===== config.mk =====
export PLATFORM = sky130hd
export DESIGN_NAME = vga_fb_scan_controller
export DESIGN_NICKNAME = d
export VERILOG_FILES = /design/src/rtl/vga_fb_scan_controller.sv
export SDC_FILE = /design/constraint.sdc
export NUM_CORES = 1
export LEC_CHECK = 0
export ABC_AREA = 1
export ABC_CLOCK_PERIOD_IN_PS = 3190
export CAP_MARGIN = 20
export CORE_MARGIN = 4
export CORE_UTILIZATION = 52
export CTS_CLUSTER_SIZE = 16
export DETAILED_ROUTE_END_ITERATION = 6
export GPL_TIMING_DRIVEN = 0
export MAX_ROUTING_LAYER = met4
export PLACE_DENSITY = 0.79
export SYNTH_ARGS = -nofsm -noshare
export SYNTH_HDL_FRONTEND = slang
export SYNTH_SLANG_ARGS = --single-unit

===== constraint.sdc =====
create_clock -name clk -period 3.19 [get_ports clk]
set_input_delay 0.638 -clock clk [delete_from_list [all_inputs] [get_ports clk]]
set_output_delay 0.638 -clock clk [all_outputs]
set_load 0.1 [all_outputs]

===== src/rtl/vga_fb_scan_controller.sv =====
// VGA scan controller with configurable timing, scaled framebuffer
// addressing and read-latency compensation. Counter state is stage 0,
// the address register is stage 1, outputs leave at stage READ_LATENCY+2.
module vga_fb_scan_controller #(
  parameter int unsigned H_ACTIVE     = 640,
  parameter int unsigned H_FP         = 16,
  parameter int unsigned H_SYNC       = 96,
  parameter int unsigned H_BP         = 48,
  parameter int unsigned V_ACTIVE     = 480,
  parameter int unsigned V_FP         = 10,
  parameter int unsigned V_SYNC       = 2,
  parameter int unsigned V_BP         = 33,
  parameter int unsigned SYNC_POL     = 0,
  parameter int unsigned SCALE_SHIFT  = 2,
  parameter int unsigned BASE_ADDR    = 1000,
  parameter int unsigned ADDR_W       = 15,
  parameter int unsigned COLOR_W      = 16,
  parameter int unsigned READ_LATENCY = 1
) (
  input  logic               clk,
  input  logic               reset,
  input  logic [COLOR_W-1:0] ColorIn,
  output logic [ADDR_W-1:0]  Address,
  output logic               Hsync,
  output logic               Vsync,
  output logic               Active,
  output logic               FrameStart,
  output logic [COLOR_W-1:0] ColorOut
);

  localparam int unsigned H_TOTAL = H_ACTIVE + H_FP + H_SYNC + H_BP;
  localparam int unsigned V_TOTAL = V_ACTIVE + V_FP + V_SYNC + V_BP;
  localparam int unsigned H_W     = (H_TOTAL > 1) ? $clog2(H_TOTAL) : 1;
  localparam int unsigned V_W     = (V_TOTAL > 1) ? $clog2(V_TOTAL) : 1;
  // Flag stages before the output register; the last one lines up with ColorIn.
  localparam int unsigned PIPE_N  = READ_LATENCY + 1;

  localparam logic [H_W-1:0] H_LAST   = H_W'(H_TOTAL - 1);
  localparam logic [H_W-1:0] H_ACT    = H_W'(H_ACTIVE);
  localparam logic [H_W-1:0] HS_START = H_W'(H_ACTIVE + H_FP);
  localparam logic [H_W-1:0] HS_END   = H_W'(H_ACTIVE + H_FP + H_SYNC - 1);
  localparam logic [V_W-1:0] V_LAST   = V_W'(V_TOTAL - 1);
  localparam logic [V_W-1:0] V_ACT    = V_W'(V_ACTIVE);
  localparam logic [V_W-1:0] VS_START = V_W'(V_ACTIVE + V_FP);
  localparam logic [V_W-1:0] VS_END   = V_W'(V_ACTIVE + V_FP + V_SYNC - 1);

  localparam logic [ADDR_W-1:0] BASE_C      = ADDR_W'(BASE_ADDR);
  localparam logic [ADDR_W-1:0] LINE_STRIDE = ADDR_W'(H_ACTIVE >> SCALE_SHIFT);
  localparam logic              SYNC_LVL    = 1'(SYNC_POL);
  localparam logic              SYNC_IDLE   = ~SYNC_LVL;

  // Elaboration-time parameter sanity checks
  if ((H_ACTIVE % (1 << SCALE_SHIFT)) != 0) begin : g_bad_scale
    $error("H_ACTIVE must be divisible by 2**SCALE_SHIFT");
  end
  if (READ_LATENCY > 4) begin : g_bad_latency
    $error("READ_LATENCY must be in 0..4");
  end

  typedef struct packed {
    logic vis;
    logic hs;
    logic vs;
    logic fs;
  } flags_t;

  logic [H_W-1:0]    h_cnt;
  logic [V_W-1:0]    v_cnt;
  flags_t            flags_c;
  logic [ADDR_W-1:0] row_c;
  logic [ADDR_W-1:0] col_c;
  logic [ADDR_W-1:0] addr_c;
  flags_t            flag_pipe [PIPE_N];

  // Horizontal/vertical position counters; line and frame wrap together
  always_ff @(posedge clk) begin
    if (reset) begin
      h_cnt <= '0;
      v_cnt <= '0;
    end else if (h_cnt == H_LAST) begin
      h_cnt <= '0;
      v_cnt <= (v_cnt == V_LAST) ? '0 : v_cnt + V_W'(1);
    end else begin
      h_cnt <= h_cnt + H_W'(1);
    end
  end

  // Stage-0 flags and scaled linear address for the current counter state
  always_comb begin
    flags_c     = '0;
    flags_c.vis = (h_cnt < H_ACT) && (v_cnt < V_ACT);
    flags_c.hs  = (h_cnt >= HS_START) && (h_cnt <= HS_END);
    flags_c.vs  = (v_cnt >= VS_START) && (v_cnt <= VS_END);
    flags_c.fs  = (h_cnt == '0) && (v_cnt == '0);
    row_c       = ADDR_W'(v_cnt >> SCALE_SHIFT);
    col_c       = ADDR_W'(h_cnt >> SCALE_SHIFT);
    addr_c      = BASE_C + row_c * LINE_STRIDE + col_c;
  end

  // Address register: base address outside the visible region
  always_ff @(posedge clk) begin
    if (reset) begin
      Address <= BASE_C;
    end else begin
      Address <= flags_c.vis ? addr_c : BASE_C;
    end
  end

  // Flag delay line matching the address register plus framebuffer latency
  always_ff @(posedge clk) begin
    if (reset) begin
      for (int i = 0; i < int'(PIPE_N); i++) begin
        flag_pipe[i] <= '0;
      end
    end else begin
      for (int i = int'(PIPE_N) - 1; i > 0; i--) begin
        flag_pipe[i] <= flag_pipe[i-1];
      end
      flag_pipe[0] <= flags_c;
    end
  end

  // Output register: colour captured while ColorIn belongs to the delayed pixel
  always_ff @(posedge clk) begin
    if (reset) begin
      Hsync      <= SYNC_IDLE;
      Vsync      <= SYNC_IDLE;
      Active     <= 1'b0;
      FrameStart <= 1'b0;
      ColorOut   <= '0;
    end else begin
      Hsync      <= flag_pipe[PIPE_N-1].hs ? SYNC_LVL : SYNC_IDLE;
      Vsync      <= flag_pipe[PIPE_N-1].vs ? SYNC_LVL : SYNC_IDLE;
      Active     <= flag_pipe[PIPE_N-1].vis;
      FrameStart <= flag_pipe[PIPE_N-1].fs;
      ColorOut   <= flag_pipe[PIPE_N-1].vis ? ColorIn : '0;
    end
  end

endmodule


==> load_flow_metrics.sql, run 1 <==
INSERT INTO impl_metrics (metric_group, metric, value, unit) VALUES
('status', 'status', 'finished clean', ''),
('yosys', 'synth-xor-area-share', '1.47', '%'),
('yosys', 'synthDominantCellAreaShare', '42.2', '%'),
('place', 'placement.io_buffers', '51', ''),
('min_path', 'hp-class', 'flop to flop', ''),
('sta', 'maxSlewViolCount', '0', ''),
('sta', 'finalClockSkew', '6.14', 'ps'),
('sta', 'fin_crit_sh', '86.9', '%'),
('die', 'initial_core_util', '53.9', '%'),
('clock_tree', 'clk_pin_slew_worst_paths', '70', 'ps'),
('clock_tree', 'ctsLongestPathBuffers', '2', ''),
('route', 'detailroute.via_count', '2650', ''),
('flow_run', 'timing.max_cap.violations', '0', ''),
('yosys', 'netlist.top_cell.by_area', 'sky130_fd_sc_hd__dfxtp_1', ''),
('critical_path', 'timing.critical_path.slowest_cell_delay', '480', 'ps'),
('clock_tree', 'clk-insertion-delay-late', '340', 'ps'),
('grt', 'first_global_vias', '2522', ''),
('clock_tree', 'tritoncts', 'built', ''),
('critical_path', 'buffer_and_inverter_count_on_the_worst_path', '1', ''),
('yosys', 'synthDistinctLibCells', '32', ''),
('die', 'fp-row-count', '27', ''),
('critical_path', 'crit_slowest_cell', 'sky130_fd_sc_hd__dfxtp_1', ''),
('finish', 'layout-area-overhead-vs-synth', '28.2', '%'),
('die', 'vert_die_dim', '83.8', 'um'),
('route', 'drt_pre_antenna_iters', '5', ''),
('yosys', 'number_of_nets_in_the_synthesized_netlist', '442', ''),
('route', 'route.detailed.vias_per_inst', '4.94', ''),
('sta', 'finalSetupViolCount', '0', ''),
('grt', 'grt_remaining_overflow', '0', ''),
('place', 'placement.cell_area', '3590', 'sq um'),
('power', 'peakVddDrop', '0.544', 'mV'),
('route', 'routed_wirelength', '6310', 'um'),
('die', 'core_area', '5540', 'sq um'),
('power', 'design_power_total', '1.77', 'mW'),
('route', 'drt-wirelength-per-cell', '11.8', 'um'),
('critical_path', 'crit_path_frequent_cell', 'sky130_fd_sc_hd__nand2_1', ''),
('critical_path', 'cp-end-kind', 'flop', ''),
('power', 'cellLeakagePower', '1.82', 'nW'),
('clock_tree', 'cts_root_buffer', 'sky130_fd_sc_hd__clkbuf_8', ''),
('finish', 'non_filler_cell_area_final', '3830', 'sq um'),
('clock_tree', 'post_cts_hold_buffer_count', '0', ''),
('sta', 'rsz_0062_raised_after_global_routing', 'no', ''),
('clock_tree', 'cts_sinks', '63', ''),
('yosys', 'post_synth.cell_area_avg', '7.52', 'sq um'),
('critical_path', 'rrSetupSlack', '420', 'ps'),
('place', 'globalplace.congestion', '0.920', ''),
('sta', 'totalNegativeSetupSlack', '0', 'ps'),
('yosys', 'synth.mux.area_fraction', '0', '%'),
('finish', 'n_fill_cell', '462', ''),
('clock_tree', 'cts_resized', '0', ''),
('sta', 'timing.slew.headroom', '33.3', '%'),
('sta', 'timing_worst_slew_pin_value', '997', 'ps'),
('finish', 'design.final.nets', '504', ''),
('finish', 'n_antenna_cell', '0', ''),
('yosys', 'register_bit_total_from_synthesis', '63', ''),
('route', 'drt_first_iter_violations', '149', ''),
('power', 'power.density', '462', 'nW/um^2'),
('finish', 'drive_above_1_share', '7.97', '%'),
('grt', 'grt_pass1_wl', '10900', 'um'),
('grt', 'gr-usage-all-layers', '19.7', '%'),
('sta', 'finalWorstPathRequiredPeriod', '2770', 'ps'),
('clock_tree', 'postCtsSetupRepairBufs', '0', ''),
('yosys', 'synth_area', '2990', 'sq um'),
('route', 'final_antenna_net_count', '0', ''),
('yosys', 'seq_area_frac_synth', '42.2', '%'),
('finish', 'seqCellArea', '1260', 'sq um'),
('critical_path', 'wp_data_required', '3430', 'ps'),
('critical_path', 'crit_path_max_fanout', '7', ''),
('sta', 'final_hold_viol_count', '0', ''),
('yosys', 'compound_gate_fraction_of_synth_area', '6.62', '%'),
('yosys', 'dominant_combinational_cell_family_by_area_after_synthesis', 'simple AND/OR/NAND/NOR gates', '');
-- sequential cells by signal, indices dropped and copies added, names as in the netlist --
name / flops
h_cnt: 10
Vsync: 1
flag_pipe: 8
ColorOut: 16
FrameStart: 1
Hsync: 1
v_cnt: 10
Address: 15
Active: 1
-- cell families after synthesis --
family | after synthesis
buf+inv | 83
compound gates | 36
flops | 63
xor+xnor | 5
fa+ha+maj | 27
simple gates | 183
-- layout make-up --
class | count | area share [%]
Clock inverter | 7 | 3.10
Inverter | 78 | 7.65
Sequential cell | 63 | 32.9
Timing Repair Buffer | 51 | 13.3
Buffer | 5 | 0.817
Clock buffer | 9 | 3.24
Tap cell | 72 | 2.35
Multi-Input combinational cell | 251 | 36.6
-- synthesized netlist by cell type (all sizes together) --
cell type  number
nand2          77
xor2            4
xnor2           1
nor3           10
o21bai          2
inv            77
or2             5
ha             26
o2111ai         1
nand4          10
nor2           57
buf             5
nor4            1
o211ai          2
o21ai           7
a21oi          22
clkinv          1
and2            1
nand3          21
fa              1
dfxtp          63
o21a            1
a31oi           1
and3            1
-- metal layers --
metal	part of all wire (%)	up-vias	wire length, um	track usage (%)
met1	41	1182	2590	21.1
met4	2.5	0	155	10.4
li1	-	1376	-	-
met3	5.2	17	325	4.94
met5	0	-	0	-
met2	51	75	3230	33.6
-- placed cells by master (no fill, tap or decap), types with 9 or more instances in the layout --
| master | count |
|---|---|
| sky130_fd_sc_hd__a21oi_1 | 22 |
| sky130_fd_sc_hd__clkbuf_8 | 9 |
| sky130_fd_sc_hd__nand3_1 | 21 |
| sky130_fd_sc_hd__inv_1 | 76 |
| sky130_fd_sc_hd__nand4_1 | 9 |
| sky130_fd_sc_hd__dfxtp_1 | 63 |
| sky130_fd_sc_hd__nor2_1 | 54 |
| sky130_fd_sc_hd__clkdlybuf4s50_1 | 51 |
| sky130_fd_sc_hd__nand2_1 | 74 |
| sky130_fd_sc_hd__ha_1 | 26 |
-- where the power goes --
part / switching [mW] / internal, mW
clock: 0.319 / 0.520
combinational: 0.0821 / 0.0405
sequential: 0.00594 / 0.800
total: 0.408 / 1.36
-- through the flow --
step	cells	util [%]	setup WS (ps)	hold WS, ps
global route	536	69.1	244	408
global placement	520	64.7	566	356
detailed placement	520	64.7	467	362
floorplan	397	-	768	352
CTS	536	69.1	443	383
finish	536	69.1	417	379
-- path summary, 6_finish.rpt --
kind,start,endpoint,cells past startpoint
max reg2reg,v_cnt[5],Address[13],13
min reg2reg,flag_pipe[0][6],Hsync,1
min,flag_pipe[0][6],Hsync,1
max,v_cnt[5],Address[13],13
Power figures use the tool's default switching activity.
==> run 2, diff against run 1 <==
Settings changed: ABC_CLOCK_PERIOD_IN_PS 3190 to 3000, GPL_TIMING_DRIVEN 0 to default, SKIP_LAST_GASP from default to 1.
Clock period 3.19 ns to 3 ns, I/O delays scaled along.
==> run 2 against run 1 <==
  * Total power decreased by 5.4%
  * Sequential power grew 6.3%
  * Cell count fell by 0.56%
  * Design area shrank 4.0%
  * Via count fell by 2.5%
  * Critical path depth up 1
  * Critical endpoint unchanged
  * Combinational power grew 6%
  * Largest power group is now sequential cells
==> load_flow_metrics.sql, run 2 (same netlist as run 1, synthesis figures left out) <==
INSERT INTO impl_metrics (metric_group, metric, value, unit) VALUES
('finish', 'utilization', '66.4', '%'),
('finish', 'drive_above_1_share', '14.5', '%'),
('critical_path', 'wp_data_required', '3230', 'ps'),
('place', 'dpl.hpwl', '4550', 'um'),
('power', 'clock_power_share', '40.9', '%'),
('finish', 'layout-area-overhead-vs-synth', '23.1', '%'),
('route', 'drt-wirelength-per-cell', '11.3', 'um'),
('clock_tree', 'ctsLongestPathBuffers', '2', ''),
('sta', 'timing.slew.headroom', '62.7', '%'),
('grt', 'grt_pass1_wl', '10100', 'um'),
('sta', 'finalWorstPathRequiredPeriod', '2690', 'ps'),
('sta', 'totalNegativeSetupSlack', '0', 'ps'),
('route', 'routed_wirelength', '6020', 'um'),
('power', 'peakVddDrop', '0.304', 'mV'),
('critical_path', 'crit_path_frequent_cell', 'sky130_fd_sc_hd__nand2_1', ''),
('sta', 'maxSlewViolCount', '0', ''),
('clock_tree', 'post_cts_hold_buffer_count', '0', ''),
('grt', 'maximum_number_of_pins_on_one_net_before_global_route_repair', '18', ''),
('power', 'power_switching_share', '24.3', '%'),
('clock_tree', 'cts.htree.levels', '3', ''),
('clock_tree', 'cts_resized', '0', ''),
('critical_path', 'worstPathArrival', '2930', 'ps'),
('finish', 'mostFrequentLayoutCell', 'sky130_fd_sc_hd__inv_1', ''),
('finish', 'largest-register', 'ColorOut', ''),
('power', 'power.density', '455', 'nW/um^2'),
('critical_path', 'timing_worst_setup_path_type', 'flop to flop', ''),
('clock_tree', 'clk_pin_slew_worst_paths', '70', 'ps'),
('die', 'total_die_area', '7020', 'sq um'),
('critical_path', 'crit_slowest_cell', 'sky130_fd_sc_hd__dfxtp_1', ''),
('die', 'io_pins', '53', ''),
('clock_tree', 'clk-insertion-delay-late', '340', 'ps'),
('grt', 'initial_antenna_violation_count', '0', ''),
('grt', 'first_global_vias', '2413', ''),
('sta', 'finalClockSkew', '8.28', 'ps'),
('route', 'detailroute.via_count', '2585', ''),
('place', 'placement.cell_area', '3500', 'sq um'),
('clock_tree', 'cts_sinks', '63', ''),
('place', 'globalplace.congestion', '0.944', ''),
('critical_path', 'timing.critical_path.slowest_cell_delay', '500', 'ps'),
('critical_path', 'worst_setup_path_start_kind', 'flop', ''),
('route', 'drt_pre_antenna_iters', '4', ''),
('sta', 'hold_slack', '376', 'ps'),
('die', 'core_area', '5540', 'sq um'),
('sta', 'timing_worst_slew_pin_value', '558', 'ps'),
('finish', 'n_antenna_cell', '0', ''),
('finish', 'reg_top3', 'ColorOut (16), Address (15)', ''),
('finish', 'n_fill_cell', '480', ''),
('finish', 'non_filler_cell_area_final', '3680', 'sq um'),
('sta', 'rsz_0062_raised_after_global_routing', 'no', ''),
('sta', 'fmaxAchievable', '0.371', 'GHz'),
('power', 'sequentialPowerShare', '51.3', '%'),
('clock_tree', 'postCtsSetupRepairBufs', '0', ''),
('power', 'share_comb_of_total_power', '7.8', '%'),
('critical_path', 'crit_path_max_fanout', '9', ''),
('die', 'vert_die_dim', '83.8', 'um'),
('place', 'placement.io_buffers', '52', ''),
('clock_tree', 'tritoncts_buffer_count', '9', ''),
('min_path', 'hp-class', 'flop to flop', ''),
('status', 'status', 'finished clean', ''),
('sta', 'final_hold_viol_count', '0', ''),
('critical_path', 'cp_cell_sequence', 'ha_1 > ha_1 > inv_1 > fa_1 > xnor2_1 > ha_1 > nand2_1 > nor3_1 > nand2_1 > nand2_1 > and2_1 > nand2_1 > nand2_1 > nor2_1', ''),
('die', 'floorplan.die.width', '83.8', 'um'),
('finish', 'layout.cells.most_common_list', 'sky130_fd_sc_hd__inv_1 (76), sky130_fd_sc_hd__nand2_1 (74), sky130_fd_sc_hd__dfxtp_1 (63), sky130_fd_sc_hd__nor2_1 (54), sky130_fd_sc_hd__buf_4 (38)', ''),
('clock_tree', 'cts_root_buffer', 'sky130_fd_sc_hd__clkbuf_8', ''),
('die', 'initial_core_util', '53.9', '%'),
('power', 'p_sw', '406', 'uW'),
('power', 'design_power_total', '1.67', 'mW'),
('route', 'route.detailed.vias_per_inst', '4.85', ''),
('sta', 'fin_crit_sh', '89.8', '%'),
('grt', 'grt_remaining_overflow', '0', ''),
('route', 'drt_first_iter_violations', '127', ''),
('die', 'fp-row-count', '27', ''),
('power', 'power_report.internal_total', '1.27', 'mW'),
('sta', 'finalSetupViolCount', '0', ''),
('flow_run', 'timing.max_cap.violations', '0', ''),
('route', 'drc_errors', '0', ''),
('finish', 'design.final.nets', '503', ''),
('finish', 'max_reg_flops', '16', ''),
('power', 'cellLeakagePower', '1.84', 'nW'),
('grt', 'gr-usage-all-layers', '18.3', '%'),
('route', 'final_antenna_net_count', '0', ''),
('critical_path', 'cp-end-kind', 'flop', ''),
('clock_tree', 'tritoncts', 'built', '');
==> run 2: cell types whose count changed in the layout (fill, tap and decap cells not counted), sizes merged <==
| cell | change |
|---|---|
| clkinvlp | -2 |
| clkdlybuf4s50 | -34 |
| clkbuf | +1 |
| bufinv | -2 |
| clkinv | +2 |
| inv | -1 |
| buf | +33 |
==> run 2: layer usage <==
metal / track usage, % / wire, um / up-vias
met5: - / 0 / -
met4: 9.65 / 106 / 0
met3: 3.75 / 251 / 11
met2: 31.7 / 3060 / 51
met1: 19.7 / 2600 / 1162
li1: - / - / 1361
==> run 2: power groups by stage <==
stage / logic [mW] / registers [mW] / clock network [mW]
4_1_cts: 0.131 / 0.857 / 0.707
6_report: 0.130 / 0.857 / 0.684
3_3_place_gp: 0.129 / 0.876 / 0
2_1_floorplan: 0.0334 / 0.928 / 0
5_1_grt: 0.139 / 0.858 / 0.742
3_5_place_dp: 0.131 / 0.876 / 0
==> run 2: area by class of cell <==
class	count	area, sq um	area share [%]
Inverter	78	293	7.96
Multi-Input combinational cell	251	1400	38.1
Timing Repair Buffer	55	455	12.4
Sequential cell	63	1260	34.3
Clock buffer	10	128	3.47
Tap cell	72	90.1	2.45
Clock inverter	4	48.8	1.33
==> run 2: final timing paths <==
path / slack, ps / startpoint / end / depth (start not counted)
worst max-delay path: 310 / v_cnt[4] / Address[13] / 14
worst max register to register: 310 / v_cnt[4] / Address[13] / 14
worst min register to register: 380 / flag_pipe[0][5] / Vsync / 1
worst min-delay path: 380 / flag_pipe[0][5] / Vsync / 1
==> run 2: through the flow <==
step	setup WS, ps	std cells
final	307	533
after global routing	88.2	533
after CTS	296	533
after detailed placement	349	519
after global placement	482	519
after floorplan	578	397
==> run 2: worst max-delay path, delay by kind of cell (launching register included) <==
| family | cells | cell delay, ps |
|---|---|---|
| adders and majority gates | 4 | 1140 |
| and+or+nand+nor | 8 | 710 |
| DFF | 1 | 500 |
| xor gates and xnor gates | 1 | 160 |
| buffers and inverters | 1 | 60 |
